**config.mk**
```make
export PLATFORM = sky130hd
export DESIGN_NAME = zigzag_scan_gen
export DESIGN_NICKNAME = d
export VERILOG_FILES = /design/src/rtl/zigzag_pkg.sv /design/src/rtl/zigzag_step.sv /design/src/rtl/zigzag_scan_gen.sv
export SDC_FILE = /design/constraint.sdc
export NUM_CORES = 1
export LEC_CHECK = 0
export CORE_AREA = 2 2 54 56
export DETAILED_ROUTE_END_ITERATION = 6
export DIE_AREA = 0 0 56 58
export PLACE_DENSITY = 0.78
export SLEW_MARGIN = 15
export SYNTH_ARGS = -nofsm -noshare
export SYNTH_HDL_FRONTEND = slang
export SYNTH_SLANG_ARGS = --single-unit
```
**constraint.sdc**
```tcl
create_clock -name clk -period 2 [get_ports clk]
set_input_delay 0.4 -clock clk [delete_from_list [all_inputs] [get_ports clk]]
set_output_delay 0.4 -clock clk [all_outputs]
set_load 0.02 [all_outputs]
```
**src/rtl/zigzag_pkg.sv**
```systemverilog
// Shared types for the zigzag/raster/column coordinate sequencer.
// Mode 3 is SERPENTINE when ZIGZAG_SERPENTINE_EN is defined, otherwise ZIGZAG.
package zigzag_pkg;

  typedef enum logic [1:0] {
    SCAN_ZIGZAG = 2'd0,
    SCAN_RASTER = 2'd1,
    SCAN_COLUMN = 2'd2,
    SCAN_SERP   = 2'd3
  } scan_mode_t;

  typedef enum logic {
    IDLE = 1'b0,
    SCAN = 1'b1
  } state_t;

  // Width of a counter covering 0..n-1, never narrower than one bit.
  function automatic int clog2_min1(input int n);
    return (n > 1) ? $clog2(n) : 1;
  endfunction

endpackage

```
**src/rtl/zigzag_step.sv**
```systemverilog
// Combinational next-coordinate generator for one scan step.
// The serpentine branch exists only when ZIGZAG_SERPENTINE_EN is defined.
module zigzag_step
  import zigzag_pkg::*;
#(
  parameter int COL = 8,
  parameter int ROW = 8,
  parameter int XW  = clog2_min1(COL),
  parameter int YW  = clog2_min1(ROW)
) (
  input  logic [XW-1:0] x,
  input  logic [YW-1:0] y,
  input  scan_mode_t    mode,
  output logic [XW-1:0] x_next,
  output logic [YW-1:0] y_next
);

  localparam logic [XW-1:0] X_MAX = XW'(COL - 1);
  localparam logic [YW-1:0] Y_MAX = YW'(ROW - 1);

  always_comb begin
    x_next = x;
    y_next = y;
    case (mode)
      SCAN_RASTER: begin
        if (x == X_MAX) begin
          x_next = '0;
          y_next = y + 1'b1;
        end else begin
          x_next = x + 1'b1;
        end
      end
      SCAN_COLUMN: begin
        if (y == Y_MAX) begin
          y_next = '0;
          x_next = x + 1'b1;
        end else begin
          y_next = y + 1'b1;
        end
      end
`ifdef ZIGZAG_SERPENTINE_EN
      SCAN_SERP: begin
        // Even rows run left-to-right, odd rows right-to-left.
        if (!y[0]) begin
          if (x == X_MAX) y_next = y + 1'b1;
          else            x_next = x + 1'b1;
        end else begin
          if (x == '0) y_next = y + 1'b1;
          else         x_next = x - 1'b1;
        end
      end
`endif
      default: begin
        // Parity of x+y picks the diagonal direction: up-right or down-left.
        if ((x[0] ^ y[0]) == 1'b0) begin
          if (x == X_MAX) begin
            y_next = y + 1'b1;
          end else if (y == '0) begin
            x_next = x + 1'b1;
          end else begin
            x_next = x + 1'b1;
            y_next = y - 1'b1;
          end
        end else begin
          if (y == Y_MAX) begin
            x_next = x + 1'b1;
          end else if (x == '0) begin
            y_next = y + 1'b1;
          end else begin
            x_next = x - 1'b1;
            y_next = y + 1'b1;
          end
        end
      end
    endcase
  end

endmodule

```
**src/rtl/zigzag_scan_gen.sv**
```systemverilog
// COL x ROW block coordinate sequencer with valid/ready output, abort and back-to-back restart.
// Optional mode 3 SERPENTINE order is enabled by ZIGZAG_SERPENTINE_EN.
module zigzag_scan_gen
  import zigzag_pkg::*;
#(
  parameter int  COL = 8,
  parameter int  ROW = 8,
  localparam int XW  = clog2_min1(COL),
  localparam int YW  = clog2_min1(ROW),
  localparam int IW  = clog2_min1(COL * ROW)
) (
  input  logic          clk,
  input  logic          rst_n,
  input  logic          start,
  input  logic [1:0]    mode,
  input  logic          abort,
  input  logic          ready,
  output logic          valid,
  output logic [XW-1:0] x,
  output logic [YW-1:0] y,
  output logic [IW-1:0] idx,
  output logic          last,
  output logic          busy,
  output logic          done
);

  localparam logic [IW-1:0] LAST_BEAT = IW'(COL * ROW - 1);

  state_t        state_reg;
  scan_mode_t    mode_reg;
  logic [XW-1:0] x_reg;
  logic [YW-1:0] y_reg;
  logic [IW-1:0] beat_reg;
  logic          valid_reg;
  logic          done_reg;
  logic [XW-1:0] x_step;
  logic [YW-1:0] y_step;
  logic          accept;

  zigzag_step #(
    .COL (COL),
    .ROW (ROW),
    .XW  (XW),
    .YW  (YW)
  ) u_step (
    .x      (x_reg),
    .y      (y_reg),
    .mode   (mode_reg),
    .x_next (x_step),
    .y_next (y_step)
  );

  assign accept = valid_reg && ready;
  assign valid  = valid_reg;
  assign x      = x_reg;
  assign y      = y_reg;
  assign idx    = IW'(y_reg * COL + x_reg);
  assign last   = valid_reg && (beat_reg == LAST_BEAT);
  assign busy   = (state_reg == SCAN);
  assign done   = done_reg;

  always_ff @(posedge clk or negedge rst_n) begin
    if (!rst_n) begin
      state_reg <= IDLE;
      mode_reg  <= SCAN_ZIGZAG;
      x_reg     <= '0;
      y_reg     <= '0;
      beat_reg  <= '0;
      valid_reg <= 1'b0;
      done_reg  <= 1'b0;
    end else begin
      done_reg <= 1'b0;
      case (state_reg)
        IDLE: begin
          if (start) begin
            state_reg <= SCAN;
            mode_reg  <= scan_mode_t'(mode);
            valid_reg <= 1'b1;
            x_reg     <= '0;
            y_reg     <= '0;
            beat_reg  <= '0;
          end
        end
        SCAN: begin
          if (abort) begin
            state_reg <= IDLE;
            valid_reg <= 1'b0;
            x_reg     <= '0;
            y_reg     <= '0;
            beat_reg  <= '0;
          end else if (accept) begin
            if (last) begin
              // A start at the final handshake chains the next block with no bubble.
              x_reg    <= '0;
              y_reg    <= '0;
              beat_reg <= '0;
              done_reg <= 1'b1;
              if (start) begin
                mode_reg <= scan_mode_t'(mode);
              end else begin
                state_reg <= IDLE;
                valid_reg <= 1'b0;
              end
            end else begin
              x_reg    <= x_step;
              y_reg    <= y_step;
              beat_reg <= beat_reg + 1'b1;
            end
          end
        end
        default: state_reg <= IDLE;
      endcase
    end
  end

endmodule
```
Yosys cells after proc, flatten, opt, wreduce, memory -nomap -nowiden
Cells that the tools add are included.

cells by class
  $mul = 0
  bitwise operators = 2
  reductions and logical operators = 9
  shifts and indexed selects = 0
  divide/modulo/power cells = 0
  $lt $le $gt $ge = 0
  $add $sub $neg = 6
  multiplexer cells = 48
  equal/unequal tests = 18

operators by type and width
  kind                 number
  $mux 3               19
  $mux 6               4
  $pmux 3 s2           4
  $ne 7x7->1 const B   2
  $mux 1               13
  $pmux 6 s2           1
  $ne 5x4->1 const B   2
  $reduce_and 5->1     2
  $mux 2               4
  $ne 7x5->1 const B   1
  $ne 7x6->1 const B   1
  $add 3x1->3 const B  2
  $add 6x1->6 const B  1
  $add 6x3->6          1
  $eq 3x3->1 const B   2
  $eq 6x6->1 const B   1
  $logic_not 3->1      2
  $ne 2x2->1 const B   3
  $ne 3x3->1 const B   2
  $sub 3x1->3 const B  2
  $pmux 1 s2           2
  $pmux 2 s2           1
  $reduce_and 4->1     1
  $ne 3x2->1 const B   1
  other kinds (8)      9

storage, ports and cells
  memories = 0
  flip-flop bits (word level) = 17
  output and inout bits = 16
  latch bits = 0
  bits in read-only memories = 0
  input port bits = 7
  logic and storage cells = 90
  bits in writable memories = 0

Longest topological paths before layout
Gate-level depths: netlist of the first run.

  word-level depth = 9
  depth in mapped cells = 7
  mapped depth without buffers = 7

By module
From an unflattened synthesis of the first run, not the netlist that was laid out.

unflattened totals
  cells, all modules = 170
  area total of the unflattened synthesis = 1565.3 um^2

by module, submodules not included
  module           instances  area an instance (um^2)  cells each
  zigzag_scan_gen  1          919.6                    90
  zigzag_step      1          645.6                    80

Least setup slack after synthesis of the first run
OpenSTA, ideal clock, no wires.

  kind = flip-flop to flip-flop
  from = register x_reg[0] (netlist: x[0])
  to = register x_reg[1] (netlist: x[1])
  stages on the path, launching flop included = 7
  period minus slack after synthesis = 2.061 ns
  data required time = 1.875 ns
  slack = -0.061 ns
  data arrival time = 1.936 ns
  path through = dfrtp_1 > inv_1 > ha_1 > and4b_1 > a31oi_4 > o311ai_4 > mux2_4

on the way
  longest elaborated chain between the ends = 9

RTL lines
  item                      line                    RTL
  start: declaration        zigzag_scan_gen.sv:31   logic [XW-1:0] x_reg;
  start signal: assignment  zigzag_scan_gen.sv:105  x_reg <= x_step;
  $sub 3x1->3               zigzag_step.sv:70       x_next = x - 1'b1;
  $mux 3                    zigzag_step.sv:67       end else if (x == '0) begin
  $mux 3                    zigzag_step.sv:65       if (y == Y_MAX) begin
  $mux 3                    zigzag_step.sv:55       if ((x[0] ^ y[0]) == 1'b0) begin
  $pmux 3 s2                zigzag_step.sv:24       case (mode)
  $mux 3                    zigzag_scan_gen.sv:92   if (last) begin
  $mux 3                    zigzag_scan_gen.sv:91   end else if (accept) begin
  $mux 3                    zigzag_scan_gen.sv:85   if (abort) begin
  $pmux 3 s2                zigzag_scan_gen.sv:73   case (state_reg)

Parallel ways exist; a longest one is shown, timed or not. The select of a mux whose other input is x is not followed.
A chain may end at the register's enable or synchronous reset.

Worst setup path after layout of the first run
  from = register x_reg[2] (netlist: x[2])
  to = output idx[2]

on the way
  longest elaborated chain between the ends = 1

RTL lines
  item              line                   RTL
  $add 6x3->6       zigzag_scan_gen.sv:57  assign idx = IW'(y_reg * COL + x_reg);
  end: declaration  zigzag_scan_gen.sv:21  output logic [IW-1:0] idx,

No other way between the ends.

==> results of run 1 <==
==> stage by stage <==
stage / hold slack [ns] / TNS, ns / utilization (%) / power (mW)
6_report: 0.404 / 0 / 65.1 / 2.04
5_1_grt: 0.411 / 0 / 65.1 / 2.21
4_1_cts: 0.411 / 0 / 64.1 / 2.00
3_5_place_dp: 0.511 / -0.0354 / 63.0 / 1.80
3_3_place_gp: 0.497 / 0 / 63.0 / 1.73
2_1_floorplan: 0.104 / 0 / - / 1.37
==> cells in the mapped netlist, types with 2 or more instances <==
cell type and instances:
nor2_1 9, o31ai_1 5, o311ai_4 2, mux2_4 2, o21ai_0 8, mux2_1 2, a21boi_0 2, a21oi_2 2
nand3_2 2, and4b_1 2, ha_1 14, nand3_1 5, nand2_1 12, a21oi_1 6, inv_1 10, nand2b_1 2
buf_6 2, dfrtp_1 17, buf_4 7, mux2i_1 3, xor2_1 4
==> layer usage <==
layer  vias to the layer above  wire, µm  track usage [%]
li1                        545         -                -
met1                       533      1250             22.6
met2                        12      1570             36.5
met3                         4        59             2.90
met4                         0        30             7.82
met5                         -         0                0
==> logic make-up (layout without fill, tap and decap cells) <==
| logic type | count (synthesis) | count (layout) | share of synthesized area (%) |
|---|---|---|---|
| AOI/OAI and AO/OA | 35 | 35 | 22.3 |
| xor gates and xnor gates | 5 | 5 | 3.20 |
| and+or+nand+nor | 39 | 39 | 16.0 |
| buffers and inverters | 20 | 54 | 8.52 |
| DFF | 17 | 17 | 31.1 |
| muxes | 7 | 7 | 6.04 |
| adders and majority gates | 14 | 14 | 12.8 |
==> layout make-up <==
type | count | share of cell area (%)
clock buffer | 3 | 1.30
clock inverter | 1 | 0.289
inverter | 10 | 2.16
multi-input combinational | 100 | 48.6
sequential | 17 | 24.7
tap | 31 | 2.24
timing repair buffer | 40 | 20.7
==> power by group through the flow <==
stage	Combinational [mW]	Sequential, mW	Clock [mW]
final	1.33	0.508	0.197
after global placement	1.22	0.512	0
after global routing	1.47	0.523	0.215
after floorplan	0.810	0.565	0
after CTS	1.29	0.510	0.200
after detailed placement	1.28	0.516	0
==> cells in the final DEF (no fill, tap or decap), drive strengths merged <==
master	instances
clkdlybuf4s50	19
buf	18
dfrtp	17
nand2	14
ha	14
inv	10
o21ai	10
nor2	9
a21oi	8
nand3	7
o31ai	5
xor2	4
mux2	4
mux2i	3
clkbuf	3
nand2b	2
a21boi	2
o311ai	2
dlymetal6s2s	2
and4b	2
a31oi	2
nand4	1
and2	1
and4	1
and2b	1
o211ai	1
a211o	1
a31o	1
xnor2	1
o41ai	1
o21bai	1
a32oi	1
nor3	1
clkinv	1
dlygate4sd2	1
==> worst paths after layout <==
| kind | from | end | slack, ns | cells after the start |
|---|---|---|---|---|
| worst max-delay path | x[2] | idx[2] | 0.05 | 1 |
| min in group clk | beat_reg[0] | beat_reg[0] | 0.53 | 1 |
| worst max register to register | x[0] | x[2] | 0.07 | 7 |
| worst min register to register | beat_reg[0] | beat_reg[0] | 0.53 | 1 |
| worst min-delay path | rst_n | beat_reg[1] | 0.40 | 2 |
| max in group asynchronous | rst_n | y[0] | 1.39 | 2 |
==> repair_timing <==
action / in CTS / in global routing
setup endpoints to repair: 1 / 4
gates resized for setup: 2 / 6
setup buffers: 0 / 1
pin swaps: 0 / 2
==> results.cfg, run 1 <==
[synth]
synth_area_um2 = 1370
syn-mean-instance-area_um2 = 9.97
synth_edf_count = 0
synth_top_area_cell = dfrtp_1
synth_top_area_share_pct = 31.1
yosysSeqAreaShare_pct = 31.1
netlist-cell-type-count = 40
async_flop_share_pct = 100
yosysWarnings = 0
synth_cells = 137
syn_nets = 158
synth_area_leaders = dfrtp_1, ha_1, buf_4, o311ai_4, nand2_1
ys_ff_latch = 17
synthFlopType = dfrtp_1

[timing]
fin_skew_ns = 0.00183
drv_slew = 0
postLayoutSetupSlackWorst_ns = 0.0498
relSlewSlack_pct = 68.7
report.final.hold_viol_count = 0
finalCritPeriodShare_pct = 97.5
max_slew.worst_pin.slew_ns = 0.466
rsz0062_at_grt = no
period_needed_ns = 1.95
setup_viol = 0
fmax_ghz = 0.513

[routing]
wl_per_cell_um = 14.4
drc = 0
firstDrtPassIters = 4
wl_mm = 2.91
vias = 1094
ant_nets = 0
drtIter0Drc = 35
via_per_inst = 5.42

[cts]
ctsRootBufferMaster = clkbuf_4
cts_buffer_depth = 2
tritoncts = built
ctsHoldBuffers = 0
cts.sinks = 17
clk_latency_ns = 0.30
numCtsBuffers = 3
cts.htree.levels = 1
clk_pin_slew_worst_paths_ns = 0.11

[grt]
grt_max_degree = 18
antenna_found_initial = 0
grt-ovfl-total = 0
grt_pass1_vias = 1143
grt_pass1_wl_mm = 4.91
grt_usage_pct = 19.6

[setup_path]
crit_path_end_kind = output port
path_class = flip-flop to output port
crit_slowest_cell = clkdlybuf4s50_1
arrival_ns = 1.55
cp_cell_sequence = clkdlybuf4s50_1
cpPeakStageDelay_ns = 0.68
critical_path_buf_inv_count = 1
critical-path-top-delay-family = buffers and inverters
path_max_fanout = 9
start_kind = flip-flop
worstPathRequired_ns = 1.60

[pwr]
clockPowerShare_pct = 9.7
ir_worst_vdd_uv = 954
p_int_mw = 1.13
power.density_nw_per_um2 = 1180
p_sw_mw = 0.911
seqPwrFrac_pct = 24.9
pwr-share-comb_pct = 65.4
swShare_pct = 44.6
p_leak_nw = 0.830

[finish]
stdcell_count = 202
nets = 193
syn2layout_area_growth_pct = 26.9
largest_reg_flops = 6
drive_above_1_share_pct = 26.9
seqCellArea_um2 = 428
multi_input_area_um2 = 843
fin_area_um2 = 1730
fillers = 223
antenna_cells = 0

[floorplanning]
initial_utilization_pct = 51.3
num_rows = 19
die_area_um2 = 3250
io_pins = 23
die_h_um = 58
fp.dieW_um = 56
coreArea_um2 = 2660

[flow_run]
drv_cap = 0

[placed_design]
dp_cells = 197
pre_cts_slack_ns = -0.0194
dpl.hpwl_mm = 2.30
finalWeightedCongestion = 0.809
dpl_cell_area_um2 = 1680
numPortBuffers = 22

[status]
status = completed

[hold_path]
hp-class = primary input to asynchronous set/reset pin
Note: power is estimated with default switching activity, not from simulation.
==> run 2: changes to the inputs <==
ABC_AREA = 1   (was default)
CORE_AREA = 2 2 56 58   (was 2 2 54 56)
DIE_AREA = 0 0 58 60   (was 0 0 56 58)
PLACE_DENSITY = 0.76   (was 0.78)
==> run 2 against run 1 <==
Net effect:
- critical path depth rose by 5
- cell area fell by 0.65%
- critical endpoint is now last
- largest cell class unchanged
- power fell by 8.3%
- register-to-register slack improved by 0.28 ns
- clock power fell by 7%
- first-iteration DRC count fell by 14%
==> results.cfg, run 2 <==
[timing]
setup_viol = 0
drv_slew = 0
finalCritPeriodShare_pct = 94.7
setup_tns_ns = 0
fmax_ghz = 0.528
max_slew.worst_pin.slew_ns = 0.287
postLayoutSetupSlackWorst_ns = 0.106
report.final.hold_viol_count = 0
period_needed_ns = 1.89
rsz0062_at_grt = no
relSlewSlack_pct = 80.9
fin_skew_ns = 0.000847

[grt]
grt_usage_pct = 18.0
antenna_found_initial = 0
grt_pass1_wl_mm = 4.77
grt_pass1_vias = 1113
grt-ovfl-total = 0
grt_max_degree = 18

[pwr]
swShare_pct = 46.8
seqPwrFrac_pct = 27.5
clockPowerShare_pct = 9.9
finalPower_mw = 1.87
power.density_nw_per_um2 = 1090
ir_worst_vdd_uv = 1020
p_sw_mw = 0.877
p_int_mw = 0.995
p_leak_nw = 0.910
pwr-share-comb_pct = 62.6

[floorplanning]
coreArea_um2 = 2900
num_rows = 20
die_h_um = 60
initial_utilization_pct = 50.2
die_area_um2 = 3480
fp.dieW_um = 58
io_pins = 23

[placed_design]
finalWeightedCongestion = 0.834
dpl.hpwl_mm = 2.06
dpl_cell_area_um2 = 1700
pre_cts_slack_ns = 0.146
numPortBuffers = 22

[status]
status = completed

[synth]
synthFlopType = dfrtp_1
synth_top_area_share_pct = 29.2
synth_most_common_cell = nand2_1
synth_area_um2 = 1460
synth_edf_count = 0
yosysSeqAreaShare_pct = 29.2
syn_nets = 217
netlist_top_cells_count = nand2_1, inv_1, dfrtp_1
async_flop_share_pct = 100
syn-mean-instance-area_um2 = 7.43
ys_ff_latch = 17
yosysWarnings = 0
synth_top_area_cell = dfrtp_1
synth_cells = 196
synth_area_leaders = dfrtp_1, nand2_1, ha_1, inv_1, nand3_1
netlist-cell-type-count = 32

[setup_path]
critical_path_buf_inv_count = 2
reg2reg_from = y[0]
path_max_fanout = 3
arrival_ns = 1.49
path_class = flip-flop to output port
crit_slowest_cell = dfrtp_1
crit_path_end_kind = output port
cpPeakStageDelay_ns = 0.40
cp_cell_sequence = ha_1 -> nand2_1 -> nor2_4 -> nand2_4 -> inv_1 -> dlygate4sd2_1
startpoint = beat_reg[0]
critical-path-top-delay-family = flip-flops
worstPathRequired_ns = 1.60
start_kind = flip-flop

[finish]
antenna_cells = 0
nets = 241
largest_reg_flops = 6
syn2layout_area_growth_pct = 18.3
fin_area_um2 = 1720
drive_above_1_share_pct = 13.7
final_util_pct = 59.4
final_common_cell = nand2_1
final_cell_mix = nand2_1, inv_1, clkdlybuf4s50_1

[cts]
numCtsBuffers = 3
cts_buffer_depth = 2
postCtsSetupBuffers = 0
tritoncts = built
cts.htree.levels = 1
ctsRootBufferMaster = clkbuf_4
clk_latency_ns = 0.29
cts.sinks = 17
clk_pin_slew_worst_paths_ns = 0.10

[routing]
vias = 1218
ant_nets = 0
drc = 0
firstDrtPassIters = 4
wl_per_cell_um = 10.4
drtIter0Drc = 30
wl_mm = 2.61
via_per_inst = 4.83

[flow_run]
drv_cap = 0

[hold_path]
hp-class = primary input to asynchronous set/reset pin
[run 2: changes by cell type in the layout (fill, tap and decap cells not counted), sizes merged, moves of 4 or more]
cell   delta
nand3    +10
nor2      +8
o31ai     -5
inv      +24
nand2    +44
a21oi     -4
mux2      -4
buf      -14
[run 2: power groups by stage]
stage               registers [mW]  clock network (mW)  logic [mW]
global placement             0.526                   0        1.17
global route                 0.529               0.207        1.34
floorplan                    0.579                   0       0.805
finish                       0.515               0.184        1.17
CTS                          0.520               0.195        1.18
detailed placement           0.525                   0        1.18
[run 2: layout make-up]
| class | instances | area [µm²] |
|---|---|---|
| Clock buffer | 4 | 26.3 |
| Fill cell | 276 | 1180 |
| Tap cell | 33 | 41.3 |
| Inverter | 34 | 130 |
| Multi-Input combinational cell | 138 | 851 |
| Timing Repair Buffer | 26 | 249 |
| Sequential cell | 17 | 425 |
[run 2: worst paths after layout]
| check | endpoint | slack (ns) | depth (start not counted) |
|---|---|---|---|
| setup reg to reg | y[2] | 0.35 | 10 |
| min in group clk | mode_reg[1] | 0.53 | 2 |
| setup / recovery | last | 0.11 | 6 |
| hold / removal | beat_reg[5] | 0.43 | 2 |
| hold reg to reg | mode_reg[1] | 0.53 | 2 |
| max in group asynchronous | x[0] | 1.39 | 2 |
[run 2: cells by family (layout without fill, tap and decap cells)]
| family | Yosys count | in the layout | synth area share [%] |
|---|---|---|---|
| AO/OA/AOI/OAI | 17 | 17 | 6.44 |
| XOR/XNOR | 4 | 4 | 2.41 |
| adder cells (fa/ha/maj) | 14 | 14 | 12.0 |
| buffers and inverters | 41 | 64 | 12.4 |
| flip-flops | 17 | 17 | 29.2 |
| AND/OR/NAND/NOR | 103 | 103 | 37.5 |
[run 2: through the flow]
stage,cells,hold slack (ns)
2_1_floorplan,196,0.104
3_3_place_gp,248,0.495
3_5_place_dp,248,0.515
4_1_cts,252,0.425
5_1_grt,252,0.449
6_report,252,0.426
[run 2: routing by layer]
layer  global-route usage (%)  wire (µm)  vias to the layer above
li1                         -          -                      650
met1                     24.2       1230                      540
met2                     29.5       1200                       26
met3                     4.55        160                        2
met4                     3.99         19                        0
met5                        0          0                        -
[run 2: repair_timing]
action	CTS	global route
hold buffers	0	0
hold endpoints to repair	0	0
resized for setup	1	0
setup endpoints to repair	1	0
